$ cat src/rtl/seg_count_display.sv
// Binary match count -> two BCD digits (serial double-dabble) -> muxed active-low 7-seg; optional SEG_LZ_BLANK_EN blanks a leading tens zero.
// Latency: accept at edge N, display regs/ovf at N+8, LEDs show new value from N+9.
// Backpressure: count_ready is registered, low for 8 cycles after each accept; valid is held by the producer.
module seg_count_display #(
  parameter int REFRESH_DIV = 50000,
  parameter int CNT_W       = 7
) (
  input  logic             clk,
  input  logic             rst,
  input  logic [CNT_W-1:0] count_in,
  input  logic             count_valid,
  output logic             count_ready,
  output logic [6:0]       LEDs,
  output logic [1:0]       an,
  output logic             ovf
);

  localparam int RW = (REFRESH_DIV > 1) ? $clog2(REFRESH_DIV) : 1;

  typedef enum logic [1:0] {IDLE, CONV, LATCH} state_t;

  state_t           state_q, state_d;
  logic [CNT_W-1:0] bin_q, bin_d;
  logic [11:0]      bcd_q, bcd_d, bcd_adj;
  logic [2:0]       bit_cnt_q, bit_cnt_d;
  logic             ready_q, ready_d;
  logic [3:0]       ones_q, ones_d, tens_q, tens_d;
  logic             ovf_q, ovf_d;
  logic [RW-1:0]    refresh_q, refresh_d;
  logic             digit_sel_q, digit_sel_d;
  logic [6:0]       leds_q, leds_d;
  logic [3:0]       disp_digit;
  logic             wrap;

  function automatic logic [6:0] seg_decode(input logic [3:0] d);
    case (d)
      4'd0:    seg_decode = 7'b0000001;
      4'd1:    seg_decode = 7'b1001111;
      4'd2:    seg_decode = 7'b0010010;
      4'd3:    seg_decode = 7'b0000110;
      4'd4:    seg_decode = 7'b1001100;
      4'd5:    seg_decode = 7'b0100100;
      4'd6:    seg_decode = 7'b0100000;
      4'd7:    seg_decode = 7'b0001111;
      4'd8:    seg_decode = 7'b0000000;
      4'd9:    seg_decode = 7'b0000100;
      default: seg_decode = 7'b1111111;
    endcase
  endfunction

  always_comb begin
    state_d   = state_q;
    bin_d     = bin_q;
    bcd_d     = bcd_q;
    bit_cnt_d = bit_cnt_q;
    ready_d   = ready_q;
    ones_d    = ones_q;
    tens_d    = tens_q;
    ovf_d     = ovf_q;
    bcd_adj   = bcd_q;
    for (int i = 0; i < 3; i++) begin
      if (bcd_q[4*i +: 4] >= 4'd5) bcd_adj[4*i +: 4] = bcd_q[4*i +: 4] + 4'd3;
    end
    case (state_q)
      IDLE: begin
        if (count_valid) begin
          bin_d     = count_in;
          bcd_d     = '0;
          bit_cnt_d = '0;
          ready_d   = 1'b0;
          state_d   = CONV;
        end
      end
      CONV: begin
        {bcd_d, bin_d} = {bcd_adj, bin_q} << 1;
        bit_cnt_d      = bit_cnt_q + 3'd1;
        if (bit_cnt_q == 3'(CNT_W - 1)) state_d = LATCH;
      end
      LATCH: begin
        ones_d  = bcd_q[3:0];
        tens_d  = bcd_q[7:4];
        ovf_d   = (bcd_q[11:8] != 4'd0) || (bcd_q[7:4] > 4'd9);
        ready_d = 1'b1;
        state_d = IDLE;
      end
      default: state_d = IDLE;
    endcase
  end

  // LEDs follow the next digit_sel so segments and anode switch on the same edge.
  always_comb begin
    wrap        = (refresh_q == RW'(REFRESH_DIV - 1));
    refresh_d   = wrap ? '0 : refresh_q + RW'(1);
    digit_sel_d = wrap ? ~digit_sel_q : digit_sel_q;
    disp_digit  = digit_sel_d ? tens_q : ones_q;
    leds_d      = seg_decode(disp_digit);
    if (ovf_q) leds_d = 7'b1111110;
`ifdef SEG_LZ_BLANK_EN
    else if (digit_sel_d && (tens_q == 4'd0)) leds_d = 7'b1111111;
`endif
  end

  always_ff @(posedge clk or posedge rst) begin
    if (rst) begin
      state_q     <= IDLE;
      bin_q       <= '0;
      bcd_q       <= '0;
      bit_cnt_q   <= '0;
      ready_q     <= 1'b1;
      ones_q      <= '0;
      tens_q      <= '0;
      ovf_q       <= 1'b0;
      refresh_q   <= '0;
      digit_sel_q <= 1'b0;
      leds_q      <= 7'b0000001;
    end else begin
      state_q     <= state_d;
      bin_q       <= bin_d;
      bcd_q       <= bcd_d;
      bit_cnt_q   <= bit_cnt_d;
      ready_q     <= ready_d;
      ones_q      <= ones_d;
      tens_q      <= tens_d;
      ovf_q       <= ovf_d;
      refresh_q   <= refresh_d;
      digit_sel_q <= digit_sel_d;
      leds_q      <= leds_d;
    end
  end

  assign count_ready = ready_q;
  assign LEDs        = leds_q;
  assign ovf         = ovf_q;
  assign an          = digit_sel_q ? 2'b01 : 2'b10;

endmodule

$ cat config.mk
export PLATFORM = sky130hd
export DESIGN_NAME = seg_count_display
export DESIGN_NICKNAME = d
export VERILOG_FILES = /design/src/rtl/seg_count_display.sv
export SDC_FILE = /design/constraint.sdc
export NUM_CORES = 1
export LEC_CHECK = 0
export ABC_CLOCK_PERIOD_IN_PS = 6600
export BUFFER_PORTS_ARGS = -buffer_cell sky130_fd_sc_hd__buf_2
export CAP_MARGIN = 20
export CORE_MARGIN = 8
export CORE_UTILIZATION = 28
export CTS_BUF_LIST = sky130_fd_sc_hd__clkbuf_16
export DETAILED_ROUTE_END_ITERATION = 10
export SETUP_SLACK_MARGIN = 0.2
export SLEW_MARGIN = 20
export SYNTH_ARGS = -nofsm -noshare
export SYNTH_HDL_FRONTEND = slang
export SYNTH_SLANG_ARGS = --single-unit
$ cat constraint.sdc
create_clock -name clk -period 6.6 [get_ports clk]
set_input_delay 0.33 -clock clk [delete_from_list [all_inputs] [get_ports clk]]
set_output_delay 0.33 -clock clk [all_outputs]
set_load 0.05 [all_outputs]
==> flow_metrics.env, run 1 <==
export IMPL_finish_utilization=0.339
export IMPL_insertedDiodeCount=0
export IMPL_timing_fmax_mhz=317
export IMPL_synthFlopType="sky130_fd_sc_hd__dfrtp_1"
export IMPL_final_number_of_hold_violating_endpoints=0
export IMPL_buffer_ports_inserted=20
export IMPL_relSlewSlack=0.291
export IMPL_dieArea_um2=14900
export IMPL_row_count=38
export IMPL_area_overhead_vs_synth_pct=17.5
export IMPL_grt_util_all_layers=0.0971
export IMPL_hold_class="in -> async"
export IMPL_synth_lib_cells_used_distinct=46
export IMPL_synth_seq_cells=58
export IMPL_crit_chain="or4b_4 > nor4_4 > buf_4 > xnor2_2 > clkinv_2 > a21oi_1 > ha_1 > a21oi_1 > mux2_2 > a21oi_1 > o21ai_0"
export IMPL_tritoncts="yes"
export IMPL_grt_max_degree=59
export IMPL_multi_input_area_um2=1570
export IMPL_grt_overflow_total=0
export IMPL_dp_cells=476
export IMPL_chipHeight_um=122
export IMPL_hold_worst_slack_ns=0.203
export IMPL_p_per_area_nw_per_um2=441
export IMPL_drc=0
export IMPL_ant_nets=0
export IMPL_io_pin_count=21
export IMPL_grt_first_pass_wirelength_um=11600
export IMPL_kind_of_cell_adding_the_most_delay_to_the_critical_path="simple AND/OR/NAND/NOR gates"
export IMPL_grt_pass1_vias=2433
export IMPL_cell_area_after_synthesis_um2=3140
export IMPL_worst_pin_slew_ns=1.06
export IMPL_clock_skew_ns=0.00855
export IMPL_worstPathRequired_ns=6.80
export IMPL_synth_top_cell_by_area="sky130_fd_sc_hd__dfrtp_1"
export IMPL_first_pass_iters=4
export IMPL_timing_critical_path_slowest_cell_delay_ns=0.57
export IMPL_final_common_cell="sky130_fd_sc_hd__dfrtp_1"
export IMPL_chipWidth_um=122
export IMPL_finalWorstPathRequiredPeriod_ns=3.15
export IMPL_yosysWarningCount=0
export IMPL_static_leakage_power_nw=1.66
export IMPL_detail_route_wl_per_cell_um=13.2
export IMPL_yosys_area_top_type_share=0.446
export IMPL_setup_tns_ns=0
export IMPL_synth_edf_count=0
export IMPL_post_synth_main_area_contributors="sky130_fd_sc_hd__dfrtp_1, sky130_fd_sc_hd__ha_1, sky130_fd_sc_hd__o21ai_0, sky130_fd_sc_hd__nand2_1, sky130_fd_sc_hd__nor2_1"
export IMPL_cts_hold_buf=0
export IMPL_timing_final_setup_violations=0
export IMPL_vdd_drop_max_uv=189
export IMPL_post_cts_sizing=0
export IMPL_cts_made_buffers=9
export IMPL_critPathArrivalTime_ns=3.36
export IMPL_clkSinkCount=58
export IMPL_outcome="complete, no violations"
export IMPL_layoutNonFillerInstCount=492
export IMPL_place_detailed_hpwl_um=4360
export IMPL_number_of_max_capacitance_violations_reported=0
export IMPL_timing_critical_path_fanout_max=21
export IMPL_timing_critical_path_from_type="flop"
export IMPL_total_length_of_routed_wires_um=6480
export IMPL_critPathMostFrequentCell="sky130_fd_sc_hd__a21oi_1"
export IMPL_drt_iter0_drc=175
export IMPL_cts_root_buffer_cell="sky130_fd_sc_hd__clkbuf_16"
export IMPL_vias=2335
export IMPL_seq_area_frac_synth=0.463
export IMPL_synth_async_sr_flop_share=1.00
export IMPL_clk_insertion_delay_late_ns=0.33
export IMPL_routed_via_density=4.75
export IMPL_synth_area_per_cell_um2=9.58
export IMPL_syn_inst=328
export IMPL_antenna_violations_before_repair=0
export IMPL_crit_path_end_kind="flop"
export IMPL_regArea_um2=1450
export IMPL_floorplan_core_area_um2=10900
export IMPL_fin_nets=373
export IMPL_cp_slowest_cell="sky130_fd_sc_hd__or4b_4"
export IMPL_clock_tree_htree_level_count=3
export IMPL_clk_path_buf_depth=2
export IMPL_rsz0062_at_grt="false"
export IMPL_slew_viol_final=0
export IMPL_cts_reportedPaths_clkPinSlew_ns=0.05
export IMPL_cts_repair_timing_setup_buffer_count=0
export IMPL_filler_cell_count=1083
export IMPL_commonest_cells_after_routing_fill_and_taps_aside="sky130_fd_sc_hd__dfrtp_1, sky130_fd_sc_hd__nand2_1, sky130_fd_sc_hd__o21ai_0"
export IMPL_synthesized_netlist_net_count=354
export IMPL_initial_core_util=0.289
export IMPL_timing_critical_path_buf_inv=2
export IMPL_timing_worst_setup_path_type="reg -> reg"
export IMPL_fin_crit_sh=0.478
export IMPL_place_congestion=0.780
export IMPL_post_route_cells_drive_above_1_share=0.156
path summary, 6_finish.rpt:
path | from | to | slack [ns] | depth (start not counted)
max in group asynchronous | rst | refresh_q[6]$_DFF_PP0_ | 5.92 | 3
min in group clk | count_in[0] | bin_q[0]$_DFFE_PP0P_ | 0.28 | 3
min | rst | bcd_q[11]$_DFFE_PP0P_ | 0.20 | 3
max reg2reg | refresh_q[5]$_DFF_PP0_ | LEDs[2]$_DFF_PP0_ | 3.45 | 11
min reg2reg | refresh_q[0]$_DFF_PP0_ | refresh_q[0]$_DFF_PP0_ | 0.46 | 1
max | refresh_q[5]$_DFF_PP0_ | LEDs[2]$_DFF_PP0_ | 3.45 | 11
synth_stat cells (5+ instances only):
library cell and n:
sky130_fd_sc_hd__inv_1 16, sky130_fd_sc_hd__nor2_1 27, sky130_fd_sc_hd__nor2b_1 5, sky130_fd_sc_hd__nand2b_1 10, sky130_fd_sc_hd__clkbuf_1 9, sky130_fd_sc_hd__mux2i_1 8
sky130_fd_sc_hd__ha_1 16, sky130_fd_sc_hd__nand2_1 37, sky130_fd_sc_hd__o21ai_0 35, sky130_fd_sc_hd__nor3_1 10, sky130_fd_sc_hd__nand4_1 5, sky130_fd_sc_hd__mux2_2 8
sky130_fd_sc_hd__dfrtp_1 56, sky130_fd_sc_hd__nand3_1 8, sky130_fd_sc_hd__xor2_1 7, sky130_fd_sc_hd__xnor2_1 11, sky130_fd_sc_hd__a21oi_1 14
worst register-to-register path: cells and delay by family, from the launching register on:
family / cells / cell delay (ns)
simple gates: 2 / 0.78
compound gates: 4 / 0.64
buf+inv: 2 / 0.48
xor+xnor: 1 / 0.22
flops: 1 / 0.41
mux: 1 / 0.27
fa+ha+maj: 1 / 0.24
power by group:
part,internal (mW),switching [mW],total (mW)
clock network,0.326,0.161,0.486
registers,0.468,0.100,0.568
logic,0.217,0.356,0.573
cells by family (layout without fill, tap and decap cells):
| group | Yosys count | after routing | share of synthesized area |
|---|---|---|---|
| simple gates | 116 | 116 | 0.185 |
| compound gates | 71 | 71 | 0.134 |
| flops | 58 | 58 | 0.463 |
| buf+inv | 31 | 55 | 0.0402 |
| xor+xnor | 19 | 19 | 0.0553 |
| mux | 17 | 17 | 0.0589 |
| fa+ha+maj | 16 | 16 | 0.0637 |
sequential cells by signal (all words and copies together), names as in the netlist:
name         cells
bit_cnt_q        3
refresh_q       16
state_q          2
digit_sel_q      1
ones_q           4
LEDs             7
bcd_q           12
tens_q           4
count_ready      1
ovf              1
bin_q            7
per-layer routing:
layer,up-vias,share of wire,GRT usage
met1,1122,0.45,0.114
met2,32,0.48,0.158
li1,1171,-,-
met4,0,0.015,0.0409
met3,10,0.053,0.0342
met5,-,0,0
cell type report:
type / instances / share of cell area
tap: 140 / 0.0474
sequential: 58 / 0.394
inverter: 17 / 0.0176
timing repair buffer: 22 / 0.0312
clock buffer: 9 / 0.0610
clock inverter: 7 / 0.0230
multi-input combinational: 239 / 0.426
stage by stage:
stage | power, mW | cell area, um2 | setup slack (ns)
4_1_cts | 1.65 | 3690 | 3.45
3_5_place_dp | 1.15 | 3380 | 3.50
3_3_place_gp | 1.13 | 3380 | 3.58
6_report | 1.63 | 3690 | 3.45
5_1_grt | 1.77 | 3690 | 3.14
2_1_floorplan | 1.01 | 3140 | 3.89
Power figures use the tool's default switching activity.
==> run 2: changes to the inputs <==
ABC_CLOCK_PERIOD_IN_PS = 2900   (was 6600)
clock period = 2.9 ns   (was 6.6 ns; I/O delays follow)
==> run 2 against run 1 <==
  * Routed wire length is 8.9% higher
  * Core utilization is 1.9 points higher
  * Power is 140% higher
  * Critical path type unchanged
  * Highest routed layer unchanged
==> flow_metrics.env, run 2 (same netlist as run 1, synthesis figures left out) <==
export IMPL_cp_depth=11
export IMPL_cts_reportedPaths_clkPinSlew_ns=0.05
export IMPL_grt_pass1_vias=2416
export IMPL_ant_nets=0
export IMPL_clock_tree_htree_level_count=3
export IMPL_p_per_area_nw_per_um2=995
export IMPL_clkSinkCount=58
export IMPL_timing_fmax_mhz=357
export IMPL_initial_core_util=0.289
export IMPL_timing_critical_path_from_type="flop"
export IMPL_timing_critical_path_fanout_max=7
export IMPL_crit_path_end_kind="flop"
export IMPL_rsz0062_at_grt="true"
export IMPL_cts_root_buffer_cell="sky130_fd_sc_hd__clkbuf_16"
export IMPL_postLayoutCellArea_um2=3900
export IMPL_clk_insertion_delay_late_ns=0.32
export IMPL_post_route_cells_drive_above_1_share=0.230
export IMPL_first_pass_iters=4
export IMPL_relSlewSlack=0.630
export IMPL_kind_of_cell_adding_the_most_delay_to_the_critical_path="simple AND/OR/NAND/NOR gates"
export IMPL_regToRegSetupSlack_ns=0.1
export IMPL_worst_r2r_path_depth=11
export IMPL_dpl_cell_area_um2=3410
export IMPL_fin_crit_sh=0.967
export IMPL_timing_critical_path_slowest_cell_delay_ns=0.55
export IMPL_worst_r2r_endpoint="LEDs[3]$_DFF_PP0_"
export IMPL_routed_via_density=4.82
export IMPL_timing_critical_path_buf_inv=1
export IMPL_worst_pin_slew_ns=0.555
export IMPL_setup_tns_ns=0
export IMPL_total_length_of_routed_wires_um=7060
export IMPL_io_pin_count=21
export IMPL_finish_utilization=0.358
export IMPL_area_overhead_vs_synth_pct=24.1
export IMPL_worstReg2RegStart="refresh_q[7]$_DFF_PP0_"
export IMPL_flip_flop_count_of_the_largest_register_after_layout=16
export IMPL_number_of_max_capacitance_violations_reported=0
export IMPL_drc=0
export IMPL_slew_viol_final=0
export IMPL_worstPathRequired_ns=3.14
export IMPL_chipHeight_um=122
export IMPL_final_number_of_hold_violating_endpoints=0
export IMPL_drt_iter0_drc=183
export IMPL_filler_cell_count=1082
export IMPL_place_congestion=0.832
export IMPL_top_register="refresh_q"
export IMPL_commonest_cells_after_routing_fill_and_taps_aside="sky130_fd_sc_hd__dfrtp_1, sky130_fd_sc_hd__nand2_1, sky130_fd_sc_hd__o21ai_0"
export IMPL_dieArea_um2=14900
export IMPL_timing_final_setup_violations=0
export IMPL_finalWorstPathRequiredPeriod_ns=2.80
export IMPL_buffer_ports_inserted=20
export IMPL_detail_route_wl_per_cell_um=13.9
export IMPL_regArea_um2=1460
export IMPL_multi_input_area_um2=1650
export IMPL_insertedDiodeCount=0
export IMPL_grt_max_degree=23
export IMPL_worstSetupStartpoint="refresh_q[7]$_DFF_PP0_"
export IMPL_power_mw=3.88
export IMPL_clock_skew_ns=0.00538
export IMPL_layout_top_registers="refresh_q: 16 flops, bcd_q: 12 flops"
export IMPL_floorplan_core_area_um2=10900
export IMPL_crit_chain="or4b_4 > nor4_4 > xnor2_2 > inv_4 > nor2_4 > a21o_1 > ha_2 > nor2b_4 > nor3_2 > mux2_4 > a22oi_2"
export IMPL_grt_util_all_layers=0.0989
export IMPL_hold_class="in -> reg"
export IMPL_antenna_violations_before_repair=0
export IMPL_cts_made_buffers=9
export IMPL_final_common_cell="sky130_fd_sc_hd__dfrtp_1"
export IMPL_row_count=38
export IMPL_critPathArrivalTime_ns=3.05
export IMPL_fin_nets=390
export IMPL_vias=2452
export IMPL_timing_worst_setup_path_type="reg -> reg"
export IMPL_cp_slowest_cell="sky130_fd_sc_hd__or4b_4"
export IMPL_chipWidth_um=122
export IMPL_endpoint="LEDs[3]$_DFF_PP0_"
export IMPL_clk_path_buf_depth=2
export IMPL_hold_worst_slack_ns=0.0941
export IMPL_grt_first_pass_wirelength_um=11700
export IMPL_grt_overflow_total=0
export IMPL_place_detailed_hpwl_um=4660
export IMPL_outcome="complete, no violations"
export IMPL_static_leakage_power_nw=1.76
export IMPL_tritoncts="yes"
export IMPL_vdd_drop_max_uv=350
## run 2: changes by cell type in the layout (fill, tap and decap cells not counted), sizes merged
| cell | delta |
|---|---|
| buf | +16 |
| clkinv | -1 |
| dlygate4sd3 | +1 |
| inv | +1 |
## run 2: what timing repair did
item / 4_1_cts / 5_1_grt
endpoints found under the hold margin: 17 / 0
endpoints found under the setup margin: 4 / 3
resized for setup: 1 / 22
hold buffers: 1 / 0
pin swaps: 1 / 8
setup buffers: 1 / 10
## run 2: worst min path at each step
stage                            from                    end  cells past startpoint
after floorplan           count_in[0]   bin_q[0]$_DFFE_PP0P_                      2
after global placement            rst   bin_q[0]$_DFFE_PP0P_                      2
after detailed placement          rst  bcd_q[11]$_DFFE_PP0P_                      2
after CTS                 count_in[0]   bin_q[0]$_DFFE_PP0P_                      3
after global routing      count_in[5]   bin_q[5]$_DFFE_PP0P_                      3
final                     count_in[0]   bin_q[0]$_DFFE_PP0P_                      3
## run 2: routing by layer
layer	track usage	up-vias	wire length, um
li1	-	1200	-
met3	0.0379	11	404
met1	0.119	1197	3120
met4	0.0455	0	95
met5	0	-	0
met2	0.154	44	3430
## run 2: cell type report
cell class | count | area share
clock buffer | 9 | 0.0577
clock inverter | 7 | 0.0218
inverter | 17 | 0.0170
multi-input combinational | 239 | 0.422
sequential | 58 | 0.373
tap | 140 | 0.0449
timing repair buffer | 39 | 0.0638
## run 2: power by group
group          switching [mW]  internal (mW)  leakage [nW]
Combinational           0.878          0.597         0.862
Sequential              0.238           1.07         0.741
Clock                   0.363          0.741         0.154
Total                    1.48           2.40          1.76
## run 2: worst min-delay path, stage by stage
cell	delay, ns
sky130_fd_sc_hd__buf_2	0.09
sky130_fd_sc_hd__nand2b_1	0.05
sky130_fd_sc_hd__o21ai_0	0.08
## run 2: per-stage QoR
| step | instances | worst slack [ns] |
|---|---|---|
| CTS | 499 | 0.209 |
| finish | 509 | 0.0971 |
| global route | 509 | 0.0132 |
| global placement | 481 | 0.219 |
| floorplan | 328 | 0.219 |
| detailed placement | 481 | 0.112 |
